<file path="src/rtl/arb_pkg.sv">
// Shared types and constants for the 4-way round-robin arbiter.
// Holds the state encoding, the default hold limit and the round-robin search.
package arb_pkg;

    localparam int NREQ         = 4;
    localparam int MAX_HOLD_DEF = 8;
    localparam int CNT_W_DEF    = 4;

    typedef enum logic {
        ST_IDLE  = 1'b0,
        ST_GRANT = 1'b1
    } state_t;

    typedef struct packed {
        logic       found;
        logic [1:0] idx;
    } pick_t;

    // Walk from last+1 around to last; iterating from lowest priority upward
    // lets the final hit be the winner without an early exit.
    function automatic pick_t rr_pick(input logic [NREQ-1:0] req, input logic [1:0] last);
        pick_t      p;
        logic [1:0] idx;
        p = '{found: 1'b0, idx: 2'd0};
        for (int k = NREQ; k >= 1; k--) begin
            idx = last + 2'(k);
            if (req[idx]) begin
                p.found = 1'b1;
                p.idx   = idx;
            end
        end
        return p;
    endfunction

endpackage

</file>
<file path="src/rtl/rr_arbiter4_if.sv">
// Request/grant bundle between the requesting units and rr_arbiter4.
// master = requester side, slave = arbiter side.
interface rr_arbiter4_if;
    import arb_pkg::*;

    logic [NREQ-1:0] req;
    logic [NREQ-1:0] gnt;
    logic [1:0]      gnt_idx;
    logic            gnt_valid;
    logic            busy;

    modport master (output req, input gnt, gnt_idx, gnt_valid, busy);
    modport slave  (input req, output gnt, gnt_idx, gnt_valid, busy);

endinterface

</file>
<file path="src/rtl/arb_dec2to4.sv">
// 2-bit index to 4-bit one-hot decoder; i_en low forces an all-zero output.
module arb_dec2to4 (
    input  logic [1:0] i_idx,
    input  logic       i_en,
    output logic [3:0] o_onehot
);

    always_comb begin
        o_onehot = 4'b0000;
        if (i_en) o_onehot[i_idx] = 1'b1;
    end

endmodule

</file>
<file path="src/rtl/rr_arbiter4.sv">
// 4-requester round-robin arbiter with registered, held one-hot grant.
// Define ARB_TIMEOUT_EN to preempt an owner after MAX_HOLD cycles when others wait.
module rr_arbiter4
    import arb_pkg::*;
#(
    parameter int MAX_HOLD = MAX_HOLD_DEF,
    parameter int CNT_W    = CNT_W_DEF
) (
    input  logic          clk,
    input  logic          rst,
    rr_arbiter4_if.slave  bus
);

    if (MAX_HOLD < 2 || MAX_HOLD > 15 || (2 ** CNT_W) <= MAX_HOLD) begin : g_bad_param
        $error("rr_arbiter4: MAX_HOLD must be 2..15 and fit in CNT_W bits");
    end

    state_t     r_state;
    logic [1:0] r_last;
    logic [1:0] r_idx;
    logic       r_valid;

    state_t     w_nxt_state;
    logic [1:0] w_nxt_last;
    logic [1:0] w_nxt_idx;
    logic       w_nxt_valid;
    logic [3:0] w_gnt;
    logic [3:0] w_others;
    logic       w_rotate;
    pick_t      w_pick;

    // In IDLE w_gnt is zero, so w_others is the full request vector.
    assign w_others = bus.req & ~w_gnt;
    assign w_pick   = rr_pick(w_others, (r_state == ST_GRANT) ? r_idx : r_last);

`ifdef ARB_TIMEOUT_EN
    logic [CNT_W-1:0] r_cnt;
    logic [CNT_W-1:0] w_nxt_cnt;

    assign w_rotate = !bus.req[r_idx]
                    || ((r_cnt == CNT_W'(MAX_HOLD - 1)) && (|w_others));
`else
    assign w_rotate = !bus.req[r_idx];
`endif

    // NOTE: every combinational output gets a default first so no path leaves it unassigned (no latch).
    always_comb begin
        w_nxt_state = r_state;
        w_nxt_last  = r_last;
        w_nxt_idx   = r_idx;
        w_nxt_valid = r_valid;
`ifdef ARB_TIMEOUT_EN
        w_nxt_cnt   = r_cnt;
`endif
        case (r_state)
            ST_IDLE: begin
                if (w_pick.found) begin
                    w_nxt_state = ST_GRANT;
                    w_nxt_idx   = w_pick.idx;
                    w_nxt_valid = 1'b1;
`ifdef ARB_TIMEOUT_EN
                    w_nxt_cnt   = '0;
`endif
                end
            end
            ST_GRANT: begin
                if (w_rotate) begin
                    w_nxt_last = r_idx;
                    if (w_pick.found) begin
                        w_nxt_idx = w_pick.idx;
                    end else begin
                        w_nxt_state = ST_IDLE;
                        w_nxt_valid = 1'b0;
                    end
`ifdef ARB_TIMEOUT_EN
                    w_nxt_cnt = '0;
                end else if (r_cnt != CNT_W'(MAX_HOLD)) begin
                    w_nxt_cnt = r_cnt + 1'b1;
`endif
                end
            end
        endcase
    end

    // NOTE: state registers use non-blocking assignments so all flops update together at the edge.
    always_ff @(posedge clk or posedge rst) begin
        if (rst) begin
            r_state <= ST_IDLE;
            r_last  <= 2'd3;
            r_idx   <= 2'd0;
            r_valid <= 1'b0;
        end else begin
            r_state <= w_nxt_state;
            r_last  <= w_nxt_last;
            r_idx   <= w_nxt_idx;
            r_valid <= w_nxt_valid;
        end
    end

`ifdef ARB_TIMEOUT_EN
    always_ff @(posedge clk or posedge rst) begin
        if (rst) r_cnt <= '0;
        else     r_cnt <= w_nxt_cnt;
    end
`endif

    arb_dec2to4 u_dec (
        .i_idx    (r_idx),
        .i_en     (r_valid),
        .o_onehot (w_gnt)
    );

    assign bus.gnt       = w_gnt;
    assign bus.gnt_idx   = r_idx;
    assign bus.gnt_valid = r_valid;
    assign bus.busy      = (r_state == ST_GRANT);

endmodule
</file>
<file path="src/flat_wrapper.sv">
// flat-port wrapper written by rule: the top's interface ports become plain ports
module rr_arbiter4_flat import arb_pkg::*;
#(
    parameter int MAX_HOLD = MAX_HOLD_DEF,
    parameter int CNT_W    = CNT_W_DEF
)
  (clk, rst, bus_req, bus_gnt, bus_gnt_idx, bus_gnt_valid, bus_busy);
  rr_arbiter4_if bus_i ();
  input  logic clk;
  input  logic rst;
  input wire logic [$bits(bus_i.req)-1:0] bus_req;
  output wire logic [$bits(bus_i.gnt)-1:0] bus_gnt;
  output wire logic [$bits(bus_i.gnt_idx)-1:0] bus_gnt_idx;
  output wire logic [$bits(bus_i.gnt_valid)-1:0] bus_gnt_valid;
  output wire logic [$bits(bus_i.busy)-1:0] bus_busy;
  assign bus_i.req = bus_req;
  assign bus_gnt = bus_i.gnt;
  assign bus_gnt_idx = bus_i.gnt_idx;
  assign bus_gnt_valid = bus_i.gnt_valid;
  assign bus_busy = bus_i.busy;
  rr_arbiter4 #(.MAX_HOLD(MAX_HOLD), .CNT_W(CNT_W)) u_core (.clk(clk), .rst(rst), .bus(bus_i));
endmodule
</file>
<file path="config.mk">
export PLATFORM = sky130hd
export DESIGN_NAME = rr_arbiter4_flat
export DESIGN_NICKNAME = d
export VERILOG_FILES = /design/src/rtl/arb_pkg.sv /design/src/rtl/rr_arbiter4_if.sv /design/src/rtl/arb_dec2to4.sv /design/src/rtl/rr_arbiter4.sv /design/src/flat_wrapper.sv
export SDC_FILE = /design/constraint.sdc
export NUM_CORES = 1
export LEC_CHECK = 0
export CORE_AREA = 3 3 40 42
export DETAILED_ROUTE_END_ITERATION = 10
export DIE_AREA = 0 0 43 45
export GPL_ROUTABILITY_DRIVEN = 0
export PLACE_DENSITY = 0.65
export SETUP_SLACK_MARGIN = 0.4
export SKIP_LAST_GASP = 1
export SYNTH_ARGS = -nofsm -noshare
export SYNTH_HDL_FRONTEND = slang
export SYNTH_SLANG_ARGS = --single-unit
</file>
<file path="constraint.sdc">
create_clock -name clk -period 3.6 [get_ports clk]
set_input_delay 0.72 -clock clk [delete_from_list [all_inputs] [get_ports clk]]
set_output_delay 0.72 -clock clk [all_outputs]
set_load 0.01 [all_outputs]
</file>
==> out/metrics.cfg, run 1 <==
[route]
drt-total-wl_mm = 1.22
drt-pass1-iter-count = 4
dr_total_vias = 502
route.detailed.drc = 0
routed_via_density = 5.52
wl_per_cell_um = 13.4
drt_iter0_drc = 16
antenna_left = 0

[clocking]
cts_max_level = 1
clkSinkCount = 6
clk_latency_ns = 0.24
root_buffer = clkbuf_4
ctsHoldBuffers = 0
cts_resized = 0
clk_pin_slew_worst_paths_ns = 0.05
clock_path_buffers = 2
cts_made_buffers = 3
cts_tree = done
post_cts_buffers = 0

[critical_path]
worstPathMaxFanout = 10
endpoint_kind = primary output
worstSetupPathType = flop to primary output
critPathRequiredTime_ns = 2.88
startpoint_type = flop
rrSetupSlack_ns = 1.82
crit_arrival_ns = 1.82

[place]
dpl-instance-area_um2 = 653
pre_cts_slack_ns = 1.21
dp_hpwl_um = 915
port_buffers = 13

[status]
status = completed

[grt]
antenna_found_initial = 0
grt_max_degree = 13
grt_overflow = 0
grt_pass1_vias = 455
grt_pass1_wl_mm = 2.07
grt_usage_pct = 14.6

[die]
fp-row-count = 13
core-area_um2 = 1280
io_pins = 14
die_height_um = 45
initial_core_util_pct = 41.1
die_width_um = 43
die-area_um2 = 1940

[worst_hold_path]
hold_path_class = flop to flop

[cells_and_area]
design_area_um2 = 679
diodes = 0
syn2layout_area_growth_pct = 28.7
drive_gt1_share_pct = 15.8
multi_input_area_um2 = 329
fill_cells = 134
ff_latch_area_um2 = 153
finalNetCount = 83

[synthesis]
syn_nets = 68
synth_edf_count = 0
synth_warnings = 0
yosys_register_bits = 6
yosysTopAreaCellShare_pct = 19.0
synth_ff_type = dfrtp_1
synthTopCellsByCount = 6 x inv_1, 6 x nor2_1, 6 x o21ai_0
ys_async_sr_fraction_pct = 100
avgSynthCellArea_um2 = 8.52
synth.area.top_cells = dfrtp_1 19%, dfstp_2 10%, o21ai_0 5.7%
syn-cell-area_um2 = 528
yosysSeqAreaShare_pct = 28.9
yosys.area.top_type = dfrtp_1
synth_cell_types = 28
synthCells = 62

[power_and_ir_drop]
clkPwrFrac_pct = 11.1
switchingPower_mw = 0.251
vdd_drop_max_v = 0.000500
p_leak_nw = 0.303
power_mw = 0.603
seqPwrFrac_pct = 29.4
p_per_area_nw_per_um2 = 887
combPwrFrac_pct = 59.5
p_sw_share_pct = 41.6
p_int_mw = 0.352

[timing]
fin_crit_ns = 2.54
hold_viol = 0
setup_violations = 0
tns_ns = 0
period_share_pct = 70.5
setup_ws_ns = 1.06
worst_slew_pin_slew_ns = 0.385
slew_violations = 0
max_slew_margin_pct = 74.3
finClkSkew_ns = 0.00284
rsz0062_at_grt = no
max_freq_mhz = 394

[flow_run]
cap_violations = 0

[placed cells by master (no fill, tap or decap), types with 3 or more instances in the layout]
cell type        synthesis  routed
clkdlybuf4s50_1          0      13
inv_1                    6       6
o21ai_0                  6       6
nor2_1                   6       6
nand2_1                  5       5
a21oi_1                  5       5
dfrtp_1                  4       4
nand2b_1                 3       3
clkbuf_4                 0       3
[layout make-up]
| type | instances | share of cell area (%) |
|---|---|---|
| clock buffers | 4 | 3.87 |
| inverters | 6 | 3.31 |
| multi-input cells | 47 | 48.4 |
| flip-flops and latches | 6 | 22.5 |
| well taps | 15 | 2.76 |
| repair buffers | 13 | 19.2 |
[per-layer routing]
layer  routed length, µm  global-route usage [%]  share of wire (%)  up-vias
li1                    -                       -                  -      248
met1                 585                    21.4                 48      240
met2                 552                    20.4                 45       14
met3                  84                    6.37                6.9        0
met4                   0                    1.81                  0        0
met5                   0                       0                  0        -
[power by group through the flow]
stage | registers [mW] | logic [mW] | clock network, mW
after global placement | 0.177 | 0.357 | 0
final | 0.177 | 0.358 | 0.0671
after CTS | 0.177 | 0.360 | 0.0693
after detailed placement | 0.178 | 0.356 | 0
after floorplan | 0.143 | 0.275 | 0
after global routing | 0.185 | 0.391 | 0.0735
[state kept, by name, indices dropped and copies added (netlist names)]
name,cells
u_core.bus.gnt_idx,2
u_core.bus.gnt_valid,1
u_core.r_last,2
u_core.bus.busy,1
[metrics by stage]
stage / std cells / hold slack (ns) / utilization [%]
after global placement: 87 / 0.487 / 50.8
after floorplan: 62 / 0.465 / -
final: 91 / 0.498 / 52.9
after detailed placement: 87 / 0.492 / 50.8
after CTS: 91 / 0.499 / 52.9
after global routing: 91 / 0.525 / 52.9
[worst max-delay path: stages, from the launching register on]
cell,delay (ns)
dfrtp_1,0.56
inv_1,0.21
nor2_1,0.22
clkdlybuf4s50_1,0.58
[kinds of logic (layout without fill, tap and decap cells)]
| logic type | Yosys count | in the layout | synth area share [%] |
|---|---|---|---|
| and+or+nand+nor | 19 | 19 | 19.2 |
| buffers and inverters | 9 | 23 | 8.77 |
| muxes | 6 | 6 | 15.9 |
| DFF | 6 | 6 | 28.9 |
| AOI/OAI and AO/OA | 22 | 22 | 27.3 |
[path summary, 6_finish.rpt]
check                                           start               endpoint  cells after the start
worst max register to register  u_core.bus.gnt_idx[0]  u_core.bus.gnt_idx[1]                      4
worst max-delay path            u_core.bus.gnt_idx[0]             bus_gnt[3]                      3
worst min-delay path                 u_core.r_last[0]       u_core.r_last[0]                      2
max in group asynchronous                         rst       u_core.r_last[0]                      2
worst min register to register       u_core.r_last[0]       u_core.r_last[0]                      2
min in group asynchronous                         rst   u_core.bus.gnt_valid                      2
Note: power is estimated with default switching activity, not from simulation.
==> run 2, diff against run 1 <==
--- a/config.mk
+++ b/config.mk
@@ -9,7 +9,7 @@
 export DETAILED_ROUTE_END_ITERATION = 10
 export DIE_AREA = 0 0 43 45
 export GPL_ROUTABILITY_DRIVEN = 0
-export PLACE_DENSITY = 0.65
+export PLACE_DENSITY = 0.68
 export SETUP_SLACK_MARGIN = 0.4
 export SKIP_LAST_GASP = 1
 export SYNTH_ARGS = -nofsm -noshare
==> constraint.sdc (replaced) <==
create_clock -name clk -period 2.1 [get_ports clk]
set_input_delay 0.42 -clock clk [delete_from_list [all_inputs] [get_ports clk]]
set_output_delay 0.42 -clock clk [all_outputs]
set_load 0.01 [all_outputs]
==> out/metrics.cfg, run 2 (same netlist as run 1, synthesis figures left out) <==
[status]
status = completed

[route]
drt_iter0_drc = 18
drt-pass1-iter-count = 4
route.detailed.drc = 0
antenna_left = 0
drt-total-wl_mm = 1.53
routed_via_density = 5.77
dr_total_vias = 600
wl_per_cell_um = 14.7

[grt]
met2_usage_pct = 28.7
grt_usage_pct = 17.4
grt_util_met1_pct = 22.4
use_met3_pct = 4.38
antenna_found_initial = 0
grt_pass1_vias = 575
grt_overflow = 0
busiest_layer = met2
grt_max_degree = 11
grt_pass1_wl_mm = 2.55

[critical_path]
critPathRequiredTime_ns = 2.21
startpoint_type = flop
crit_arrival_ns = 1.92
worstSetupPathType = flop to flop
endpoint_kind = flop
worstPathMaxFanout = 3

[die]
io_pins = 14
die-area_um2 = 1940
die_width_um = 43
die_height_um = 45
fp-row-count = 13
core-area_um2 = 1280
initial_core_util_pct = 41.1

[power_and_ir_drop]
p_leak_nw = 0.388
p_per_area_nw_per_um2 = 1560
vdd_drop_max_v = 0.000786

[clocking]
root_buffer = clkbuf_4
cts_max_level = 1
cts_tree = done
cts_made_buffers = 3
clock_path_buffers = 2
clkSinkCount = 6
ctsHoldBuffers = 0
clk_pin_slew_worst_paths_ns = 0.04
clk_latency_ns = 0.24

[timing]
period_share_pct = 86.0
slew_violations = 0
setup_ws_ns = 0.294
worst_slew_pin_slew_ns = 0.329
setup_violations = 0
hold_ws_ns = 0.397
hold_viol = 0
rsz0062_at_grt = yes
tns_ns = 0
max_slew_margin_pct = 78.0
finClkSkew_ns = 0.00427
fin_crit_ns = 1.81
max_freq_mhz = 554

[cells_and_area]
final_cell_mix = 10 x buf_4, 7 x dlygate4sd2_1, 6 x inv_1, 6 x o21ai_0
diodes = 0
syn2layout_area_growth_pct = 51.7
fill_cells = 111
final_common_cell = buf_4
drive_gt1_share_pct = 40.4
finalNetCount = 97
stdcell_count = 104

[flow_run]
cap_violations = 0

[worst_hold_path]
hold_path_class = primary input to async pin

[place]
dp_cells = 91
pre_cts_slack_ns = 0.00911
port_buffers = 13
dp_hpwl_mm = 1.03

## run 2: cell count changes in the layout (fill, tap and decap cells not counted), moves of 3 or more
cell / previous run / this run
buf_4: 0 / 10
clkdlybuf4s50_1: 13 / 3
dlygate4sd2_1: 0 / 7
buf_6: 0 / 4
clkbuf_2: 0 / 3
dfrtp_1: 4 / 1
dfrtp_2: 0 / 3
## run 2: final cells by class
cell class / count / area, µm² / area share (%)
tap: 15 / 18.8 / 2.34
inverter: 6 / 22.5 / 2.81
sequential: 6 / 156 / 19.5
clock buffer: 3 / 22.5 / 2.81
multi-input combinational: 47 / 354 / 44.2
timing repair buffer: 27 / 226 / 28.3
## run 2: worst paths after layout
| kind | cells past startpoint | to | slack [ns] | from |
|---|---|---|---|---|
| max in group asynchronous | 2 | u_core.r_last[0] | 1.45 | rst |
| hold / removal | 2 | u_core.bus.gnt_idx[1] | 0.40 | rst |
| setup / recovery | 8 | u_core.bus.gnt_valid | 0.29 | u_core.bus.gnt_idx[0] |
| setup reg to reg | 8 | u_core.bus.gnt_valid | 0.29 | u_core.bus.gnt_idx[0] |
| min in group clk | 2 | u_core.r_last[0] | 0.49 | u_core.r_last[0] |
| hold reg to reg | 2 | u_core.r_last[0] | 0.49 | u_core.r_last[0] |
## run 2: layer usage
layer	up-vias	routed length [µm]
met5	-	0
met1	294	651
met3	2	100
li1	277	-
met2	27	771
met4	0	8
## run 2: critical path, stage by stage, from the launching register on
cell	delay [ns]
dfrtp_2	0.42
buf_6	0.13
buf_6	0.11
mux2_4	0.29
o22a_1	0.21
buf_4	0.15
buf_6	0.11
o31ai_4	0.17
o21ai_1	0.09
## run 2: report_power, final
group,leakage [nW],internal (mW),switching (mW),total [mW]
Clock,0.0138,0.0644,0.0383,0.103
Combinational,0.312,0.479,0.411,0.890
Sequential,0.0624,0.192,0.0656,0.258
Total,0.388,0.735,0.515,1.25
## run 2: stage by stage
step                      utilization [%]  power, mW  area, µm²
final                                62.3       1.25        801
after global routing                 62.3       1.34        801
after CTS                            60.1       1.17        772
after detailed placement             53.2      0.966        683
after global placement               53.2      0.960        683
after floorplan                         -      0.717        528
## run 2: what timing repair did
action / CTS / global route
setup buffers: 8 / 2
endpoints found under the setup margin: 12 / 8
resized for setup: 17 / 11
pin swaps: 2 / 1
hold endpoints to repair: 0 / 0
